===== src/rtl/uart_pkg.sv =====
// Shared UART definitions: FSM state codes, bit timing and parity-mode encoding.
// The receiver imports the same package, so both ends agree on framing.
package uart_pkg;

  // FSM state encoding (3-bit, kept as plain constants for legacy tools)
  localparam logic [2:0] IDLE   = 3'd0;
  localparam logic [2:0] START  = 3'd1;
  localparam logic [2:0] DATA   = 3'd2;
  localparam logic [2:0] PARITY = 3'd3;
  localparam logic [2:0] STOP   = 3'd4;

  // 16x oversampling: one bit lasts this many enable ticks
  localparam int         TICKS_PER_BIT = 16;
  localparam logic [3:0] TICK_LAST     = 4'(TICKS_PER_BIT - 1);

  // odd_r_even_parity encoding: 1 makes the total count of ones even,
  // 0 makes it odd
  localparam logic PAR_EVEN_TOTAL = 1'b1;
  localparam logic PAR_ODD_TOTAL  = 1'b0;

  // Parity bit for a payload; zero-extension does not change the XOR reduction
  function automatic logic parity_bit(input logic [31:0] data, input logic mode);
    logic p;
    if (mode == PAR_EVEN_TOTAL) begin
      p = ^data;
    end else begin
      p = ~^data;
    end
    return p;
  endfunction

endpackage


===== src/rtl/transmitter.sv =====
// UART transmitter: start bit, LSB-first payload, optional parity, 1 or 2
// stop bits. Bit timing from an external 16x enable; start/busy/done handshake.
module transmitter
  import uart_pkg::*;
#(
  parameter int data_width = 8,
  parameter int stop_bits  = 1
) (
  input  logic                  clk,
  input  logic                  rst,
  input  logic                  tx_tick,
  input  logic                  tx_start,
  input  logic [data_width-1:0] data_in,
  input  logic                  parity_en,
  input  logic                  odd_r_even_parity,
  output logic                  tx,
  output logic                  busy,
  output logic                  done
);

  localparam int              BCW       = $clog2(data_width);
  localparam logic [BCW-1:0]  BIT_LAST  = BCW'(data_width - 1);
  // Anything other than 2 stop bits behaves as 1
  localparam logic            STOP_LAST = (stop_bits == 2) ? 1'b1 : 1'b0;

  logic [2:0]            state_r;
  logic [3:0]            tick_cnt_r;
  logic [BCW-1:0]        bit_cnt_r;
  logic                  stop_cnt_r;
  logic [data_width-1:0] shift_r;
  logic                  par_en_r;
  logic                  par_bit_r;
  logic                  bit_end_s;

  // A bit period closes on the tick that finds the tick counter at its last value
  assign bit_end_s = tx_tick && (tick_cnt_r == TICK_LAST);

  // Frame FSM and datapath; tx, busy and done are all driven from flops
  always_ff @(posedge clk or negedge rst) begin
    if (!rst) begin
      state_r    <= IDLE;
      tick_cnt_r <= 4'd0;
      bit_cnt_r  <= '0;
      stop_cnt_r <= 1'b0;
      shift_r    <= '0;
      par_en_r   <= 1'b0;
      par_bit_r  <= 1'b0;
      tx         <= 1'b1;
      busy       <= 1'b0;
      done       <= 1'b0;
    end else begin
      done <= 1'b0;

      // Tick counter runs only inside a frame and reloads explicitly after 15
      if ((state_r != IDLE) && tx_tick) begin
        tick_cnt_r <= bit_end_s ? 4'd0 : (tick_cnt_r + 4'd1);
      end else begin
        tick_cnt_r <= tick_cnt_r;
      end

      case (state_r)
        IDLE: begin
          tx   <= 1'b1;
          busy <= 1'b0;
          if (tx_start && !busy) begin
            // A tick on this same edge is not counted for the new frame
            shift_r    <= data_in;
            par_en_r   <= parity_en;
            par_bit_r  <= parity_bit(32'(data_in), odd_r_even_parity);
            tick_cnt_r <= 4'd0;
            bit_cnt_r  <= '0;
            stop_cnt_r <= 1'b0;
            state_r    <= START;
            busy       <= 1'b1;
            tx         <= 1'b0;
          end else begin
            state_r <= IDLE;
          end
        end
        START: begin
          if (bit_end_s) begin
            state_r   <= DATA;
            bit_cnt_r <= '0;
            tx        <= shift_r[0];
          end else begin
            state_r <= START;
          end
        end
        DATA: begin
          if (bit_end_s) begin
            shift_r <= shift_r >> 1;
            if (bit_cnt_r == BIT_LAST) begin
              if (par_en_r) begin
                state_r <= PARITY;
                tx      <= par_bit_r;
              end else begin
                state_r    <= STOP;
                stop_cnt_r <= 1'b0;
                tx         <= 1'b1;
              end
            end else begin
              bit_cnt_r <= bit_cnt_r + BCW'(1);
              tx        <= shift_r[1];
            end
          end else begin
            state_r <= DATA;
          end
        end
        PARITY: begin
          if (bit_end_s) begin
            state_r    <= STOP;
            stop_cnt_r <= 1'b0;
            tx         <= 1'b1;
          end else begin
            state_r <= PARITY;
          end
        end
        STOP: begin
          tx <= 1'b1;
          if (bit_end_s) begin
            if (stop_cnt_r == STOP_LAST) begin
              state_r <= IDLE;
              busy    <= 1'b0;
              done    <= 1'b1;
            end else begin
              stop_cnt_r <= 1'b1;
            end
          end else begin
            state_r <= STOP;
          end
        end
        default: begin
          // Unreachable encoding: recover to a quiet idle line
          state_r    <= IDLE;
          tick_cnt_r <= 4'd0;
          bit_cnt_r  <= '0;
          stop_cnt_r <= 1'b0;
          tx         <= 1'b1;
          busy       <= 1'b0;
        end
      endcase
    end
  end

endmodule


===== config.mk =====
export PLATFORM = sky130hd
export DESIGN_NAME = transmitter
export DESIGN_NICKNAME = d
export VERILOG_FILES = /design/src/rtl/uart_pkg.sv /design/src/rtl/transmitter.sv
export SDC_FILE = /design/constraint.sdc
export NUM_CORES = 1
export LEC_CHECK = 0
export CAP_MARGIN = 0
export CELL_PAD_IN_SITES_DETAIL_PLACEMENT = 2
export CELL_PAD_IN_SITES_GLOBAL_PLACEMENT = 2
export CORE_UTILIZATION = 35
export DETAILED_ROUTE_END_ITERATION = 16
export HOLD_SLACK_MARGIN = 0.08
export PLACE_DENSITY = 0.83
export SYNTH_ARGS = -nofsm -noshare
export SYNTH_HDL_FRONTEND = slang
export SYNTH_SLANG_ARGS = --single-unit

===== constraint.sdc =====
create_clock -name clk -period 2.5 [get_ports clk]
set_clock_uncertainty 0.2 [all_clocks]
set_input_delay 0.375 -clock clk [delete_from_list [all_inputs] [get_ports clk]]
set_output_delay 0.375 -clock clk [all_outputs]
set_load 0.005 [all_outputs]

==> metrics.md, run 1 <==
| Metric | Value |
|---|---|
| Post-route antenna net violation count | 0 |
| I/O pin count | 17 |
| Commonest non-fill, non-tap cell in the layout | dfrtp_1 |
| Post-DP HPWL | 2370 µm |
| Final period utilization | 85.8% |
| Critical path startpoint | state_r[1] |
| Layout cells sized above 1 | 12.0% |
| Nets | 151 |
| Cts hold-fix bufs | 0 |
| Post-synth ARST share | 100% |
| Setup TNS | 0 ns |
| Vias in the first global route | 1040 |
| Gr ovfl total | 0 |
| Worst-margin pin slew | 0.632 ns |
| Hold Crit Class | in -> async |
| Number of setup buffers added after CTS | 0 |
| Yosys reg bits | 23 |
| Final Slew Violations | 0 |
| Initial antenna violation count | 0 |
| Max-cap violations | 0 |
| Fmax | 0.466 GHz |
| Rel. slew slack | 57.9% |
| DR pass1 iterations | 4 |
| M1 wire length | 1580 µm |
| Pin count of the biggest net entering global routing | 24 |
| CTS max path bufs | 2 |
| Post-synthesis cell type count | 39 |
| Synth warnings | 0 |
| Setup violators final | 0 |
| Synth Net Count | 133 |
| WL final | 3160 µm |
| CORE AREA | 0.00344 mm² |
| Die area | 0.00394 mm² |
| Pre-CTS setup slack | 0.161 ns |
| Cells on worst reg2reg path | 3 |
| Worst EP arrival | 2.15 ns |
| CP required | 2.51 ns |
| ANT cells | 0 |
| WL/cell | 17.7 µm |
| Clk_lat worst skew | 0.27 ns |
| GRT Total Usage | 17.7% |
| VDD IR-drop max | 0.000355 V |
| DIE WIDTH | 62.8 µm |
| Starting Density | 37.5% |
| CTS tree | done |
| Die height | 62.8 µm |
| Number of synthesized flops with an enable pin | 0 |
| Worst R2R End | bit_cnt_r[0] |
| Reg2reg start | state_r[1] |
| DR iter-0 viols | 27 |
| Routed vias/inst | 5.46 |
| DR WL met3 | 82 µm |
| Lkg Pwr | 0.650 nW |
| RSZ-0062 raised after global routing | no |
| CTS Sinks | 23 |
| Post-Syn Instances | 116 |
| Reg clk slew, reported paths | 0.09 ns |
| Syn avg cell area | 11.1 µm² |
| Worst Setup End Kind | flop |
| Total CTS buffers | 3 |
| PD cells | 940 mW/mm² |
| Global-route wire length before repair | 5380 µm |
| Residual DRC count | 0 |
| I/O Buffers | 16 |
| Top Metal Used | met4 |
| WS Path Type | reg -> reg |
| Register area share after synthesis | 44.6% |
| Min setup slack post-route | 0.355 ns |
| Area grow syn2layout | 17.6% |
| Core Util, Final | 44.2% |
| Synth Flop Type | dfrtp_1 |
| Met2 wire length | 1470 µm |
| Crit path time final | 2.15 ns |
| Root Driver | clkbuf_8 |
| Critical Path Source Type | flop |
| Commonest non-fill, non-tap cells in the layout | dfrtp_1, clkdlybuf4s50_1, nor2_1, xnor2_1, a21oi_1 |
| H-tree levels | 1 |
| Gpl congestion | 0.769 |
| Count of final hold-check violations | 0 |
| R2R setup slack | 0.35 ns |
| Post_cts resized | 0 |
| Row count | 21 |
| Cell area after synthesis | 0.00129 mm² |
| Filler cells | 368 |
| Via count | 978 |
| Status | completed |
| Crit Path Max Fanout | 10 |
==> per-stage QoR <==
stage / power, mW / area, µm² / cells / hold slack, ns
finish: 1.43 / 1520 / 179 / 0.257
global route: 1.52 / 1520 / 179 / 0.297
CTS: 1.45 / 1520 / 179 / 0.277
detailed placement: 1.20 / 1480 / 175 / 0.306
global placement: 1.15 / 1480 / 175 / 0.293
floorplan: 1.04 / 1290 / 116 / -0.121
==> power by group <==
part	leakage (nW)	switching, mW	internal (mW)	total (mW)
Combinational	0.352	0.256	0.263	0.519
Clock	0.0228	0.122	0.114	0.236
Sequential	0.276	0.151	0.522	0.673
==> routing by layer <==
metal  track usage [%]  vias up
li1                  -      460
met1              24.6      502
met2              27.7       12
met3              4.01        4
met4              4.36        0
met5                 0        -
==> sequential cells by signal (all words and copies together), names as in the netlist <==
signal,cells
bit_cnt_r,3
busy,1
done,1
par_bit_r,1
par_en_r,1
shift_r,8
state_r,3
tick_cnt_r,4
tx,1
==> cells by family (layout without fill, tap and decap cells) <==
group,count (synthesis),after routing,synth area share [%]
flip-flops,23,23,44.6
XOR/XNOR,11,11,8.52
buffers and inverters,8,25,5.03
AND/OR/NAND/NOR,33,33,14.1
AO/OA/AOI/OAI,28,28,16.7
multiplexers,10,10,8.03
adder cells (fa/ha/maj),3,3,2.90
==> cell type report <==
class	instances	area [µm²]	share of cell area, %
Tap cell	46	57.6	3.79
Clock buffer	4	45.0	2.96
Multi-Input combinational cell	85	651	42.8
Timing Repair Buffer	19	183	12.0
Sequential cell	23	577	37.9
Inverter	2	7.51	0.494
==> synthesized netlist by cell type (3+ instances only) <==
| cell | number | area (µm²) |
|---|---|---|
| dfrtp_1 | 22 | 551 |
| nor2_1 | 13 | 48.8 |
| a21oi_1 | 8 | 40.0 |
| xnor2_1 | 8 | 70.1 |
| mux2i_1 | 7 | 70.1 |
| nand2_1 | 6 | 22.5 |
| o21ai_0 | 5 | 25.0 |
| a22o_1 | 4 | 35.0 |
| buf_6 | 3 | 33.8 |
| ha_1 | 3 | 37.5 |
| mux2_2 | 3 | 33.8 |
==> worst max-delay path, cell delays in order (launching register included) <==
cell     delay [ns]
dfrtp_1        0.52
or3b_1         0.64
nor3_1         0.48
mux2_2         0.25
==> worst max-delay path by stage <==
stage                   endpoint  slack [ns]  cells past startpoint
detailed placement    shift_r[7]        0.16                      4
CTS                   shift_r[4]        0.34                      4
global route          shift_r[4]        0.20                      4
floorplan           bit_cnt_r[0]        0.74                      5
global placement      shift_r[7]        0.26                      4
finish              bit_cnt_r[0]        0.35                      3
(Power assumes the default switching activity.)
==> run 2: changes to the inputs <==
--- a/config.mk
+++ b/config.mk
@@ -8,6 +8,7 @@
 export CAP_MARGIN = 0
 export CELL_PAD_IN_SITES_DETAIL_PLACEMENT = 2
 export CELL_PAD_IN_SITES_GLOBAL_PLACEMENT = 2
+export CORE_ASPECT_RATIO = 0.7
 export CORE_UTILIZATION = 35
 export DETAILED_ROUTE_END_ITERATION = 16
 export HOLD_SLACK_MARGIN = 0.08
==> run 2 against run 1 <==
Effect of this change:
- critical path depth is the same
- total power grew 1.0%
- maximum frequency grew 0.80%
- non-clock buffer count grew 1
- clock power is essentially flat
- highest routed layer unchanged
- combinational power grew 5.4%
- via count shrank 2.8%
- final area grew 0.82%
- worst hold slack gained 0.0015 ns
- sequential share of layout area shrank 0.31 points
==> metrics.md, run 2 (synthesis results as in run 1) <==
| Metric | Value |
|---|---|
| Status | completed |
| Crit Path Max Fanout | 10 |
| Area of placed instances | 0.00149 mm² |
| Commonest non-fill, non-tap cell in the layout | dfrtp_1 |
| Core Util, Final | 43.3% |
| Max FFs per register | 8 |
| GRT Total Usage | 18.8% |
| Clk_lat worst skew | 0.27 ns |
| Pre-CTS setup slack | 0.215 ns |
| Number of setup buffers added after CTS | 0 |
| ANT cells | 0 |
| I/O Buffers | 16 |
| WL final | 3380 µm |
| Row count | 18 |
| Final std cells w/o fill | 184 |
| DIE WIDTH | 74.6 µm |
| Final Cell Area | 0.00153 mm² |
| Routed vias/inst | 5.17 |
| RSZ-0062 raised after global routing | no |
| Post-route antenna net violation count | 0 |
| Total CTS buffers | 3 |
| PD cells | 942 mW/mm² |
| I/O pin count | 17 |
| Hold_ws | 0.259 ns |
| Worst-margin pin slew | 0.609 ns |
| Setup violators final | 0 |
| Via count | 951 |
| Overall Power | 1.44 mW |
| Residual DRC count | 0 |
| Count of final hold-check violations | 0 |
| WL/cell | 18.4 µm |
| CTS tree | done |
| Crit path time final | 2.13 ns |
| Reg clk slew, reported paths | 0.09 ns |
| DR iter-0 viols | 19 |
| Placed insts | 180 |
| Starting Density | 36.6% |
| Register name with the most flops | shift_r |
| CTS max path bufs | 2 |
| Largest regs | shift_r x8, tick_cnt_r x4 |
| Worst Setup End Kind | flop |
| Global-route wire length before repair | 5330 µm |
| Gr ovfl total | 0 |
| Worst EP arrival | 2.14 ns |
| Post_cts resized | 0 |
| Rel. slew slack | 59.4% |
| Initial antenna violation count | 0 |
| Cts hold-fix bufs | 0 |
| Filler cells | 384 |
| Root Driver | clkbuf_8 |
| Final Slew Violations | 0 |
| Die area | 0.00394 mm² |
| Nets | 152 |
| Hold Crit Class | in -> async |
| Critical Path Source Type | flop |
| Max-cap violations | 0 |
| CTS Sinks | 23 |
| WS Path Type | reg -> reg |
| Setup TNS | 0 ns |
| Min setup slack post-route | 0.372 ns |
| Area grow syn2layout | 18.6% |
| Gpl congestion | 0.789 |
| Die height | 52.8 µm |
| H-tree levels | 1 |
| Lkg Pwr | 0.655 nW |
| CP required | 2.51 ns |
| Fmax | 0.470 GHz |
| Commonest non-fill, non-tap cells in the layout | dfrtp_1, clkdlybuf4s50_1, nor2_1, xnor2_1, a21oi_1 |
| VDD IR-drop max | 0.000332 V |
| Final period utilization | 85.1% |
| Layout cells sized above 1 | 12.7% |
| Post-DP HPWL | 2530 µm |
| DR pass1 iterations | 2 |
| CORE AREA | 0.00354 mm² |
| Pin count of the biggest net entering global routing | 24 |
| Vias in the first global route | 1054 |
==> run 2: changes by cell type in the layout (fill, tap and decap cells not counted), sizes merged <==
cell / before / now
buf: 3 / 4
==> run 2: final timing paths <==
kind / startpoint / end / slack, ns / cells past startpoint
worst max-delay path: state_r[0] / bit_cnt_r[0] / 0.37 / 3
worst min-delay path: rst / state_r[0] / 0.26 / 2
worst max register to register: state_r[0] / bit_cnt_r[0] / 0.37 / 3
worst min register to register: bit_cnt_r[1] / bit_cnt_r[1] / 0.32 / 1
max in group asynchronous: rst / tx / 1.55 / 2
min in group clk: bit_cnt_r[1] / bit_cnt_r[1] / 0.32 / 1
==> run 2: per-layer routing <==
| layer | vias up | global-route usage (%) | part of all wire, % |
|---|---|---|---|
| met1 | 476 | 25.0 | 50 |
| li1 | 463 | - | - |
| met4 | 0 | 4.72 | 1.0 |
| met2 | 8 | 31.5 | 47 |
| met3 | 4 | 3.46 | 1.6 |
| met5 | - | 0 | 0 |
==> run 2: final cells by class <==
class	count	area, µm²	area share, %
multi-input cells	85	651	42.4
flip-flops and latches	23	577	37.6
repair buffers	20	190	12.4
well taps	50	62.6	4.08
clock buffers	4	45.0	2.94
inverters	2	7.51	0.490
==> run 2: critical path, stage by stage (launching register included) <==
cell     delay [ns]
dfrtp_1        0.49
or3b_1         0.63
nor3_1         0.49
mux2_2         0.24
==> run 2: report_power, final <==
part           internal, mW  total, mW  switching (mW)
registers             0.522      0.659           0.137
clock network         0.114      0.238           0.124
logic                 0.272      0.547           0.274
total                 0.909       1.44           0.535
==> run 3: changes to the inputs <==
--- a/config.mk
+++ b/config.mk
@@ -5,7 +5,7 @@
 export SDC_FILE = /design/constraint.sdc
 export NUM_CORES = 1
 export LEC_CHECK = 0
-export CAP_MARGIN = 0
+export CAP_MARGIN = 15
 export CELL_PAD_IN_SITES_DETAIL_PLACEMENT = 2
 export CELL_PAD_IN_SITES_GLOBAL_PLACEMENT = 2
 export CORE_ASPECT_RATIO = 0.7
==> results of run 3 <==
Same layout as run 2: the final DEF is identical, and so are final timing and power.
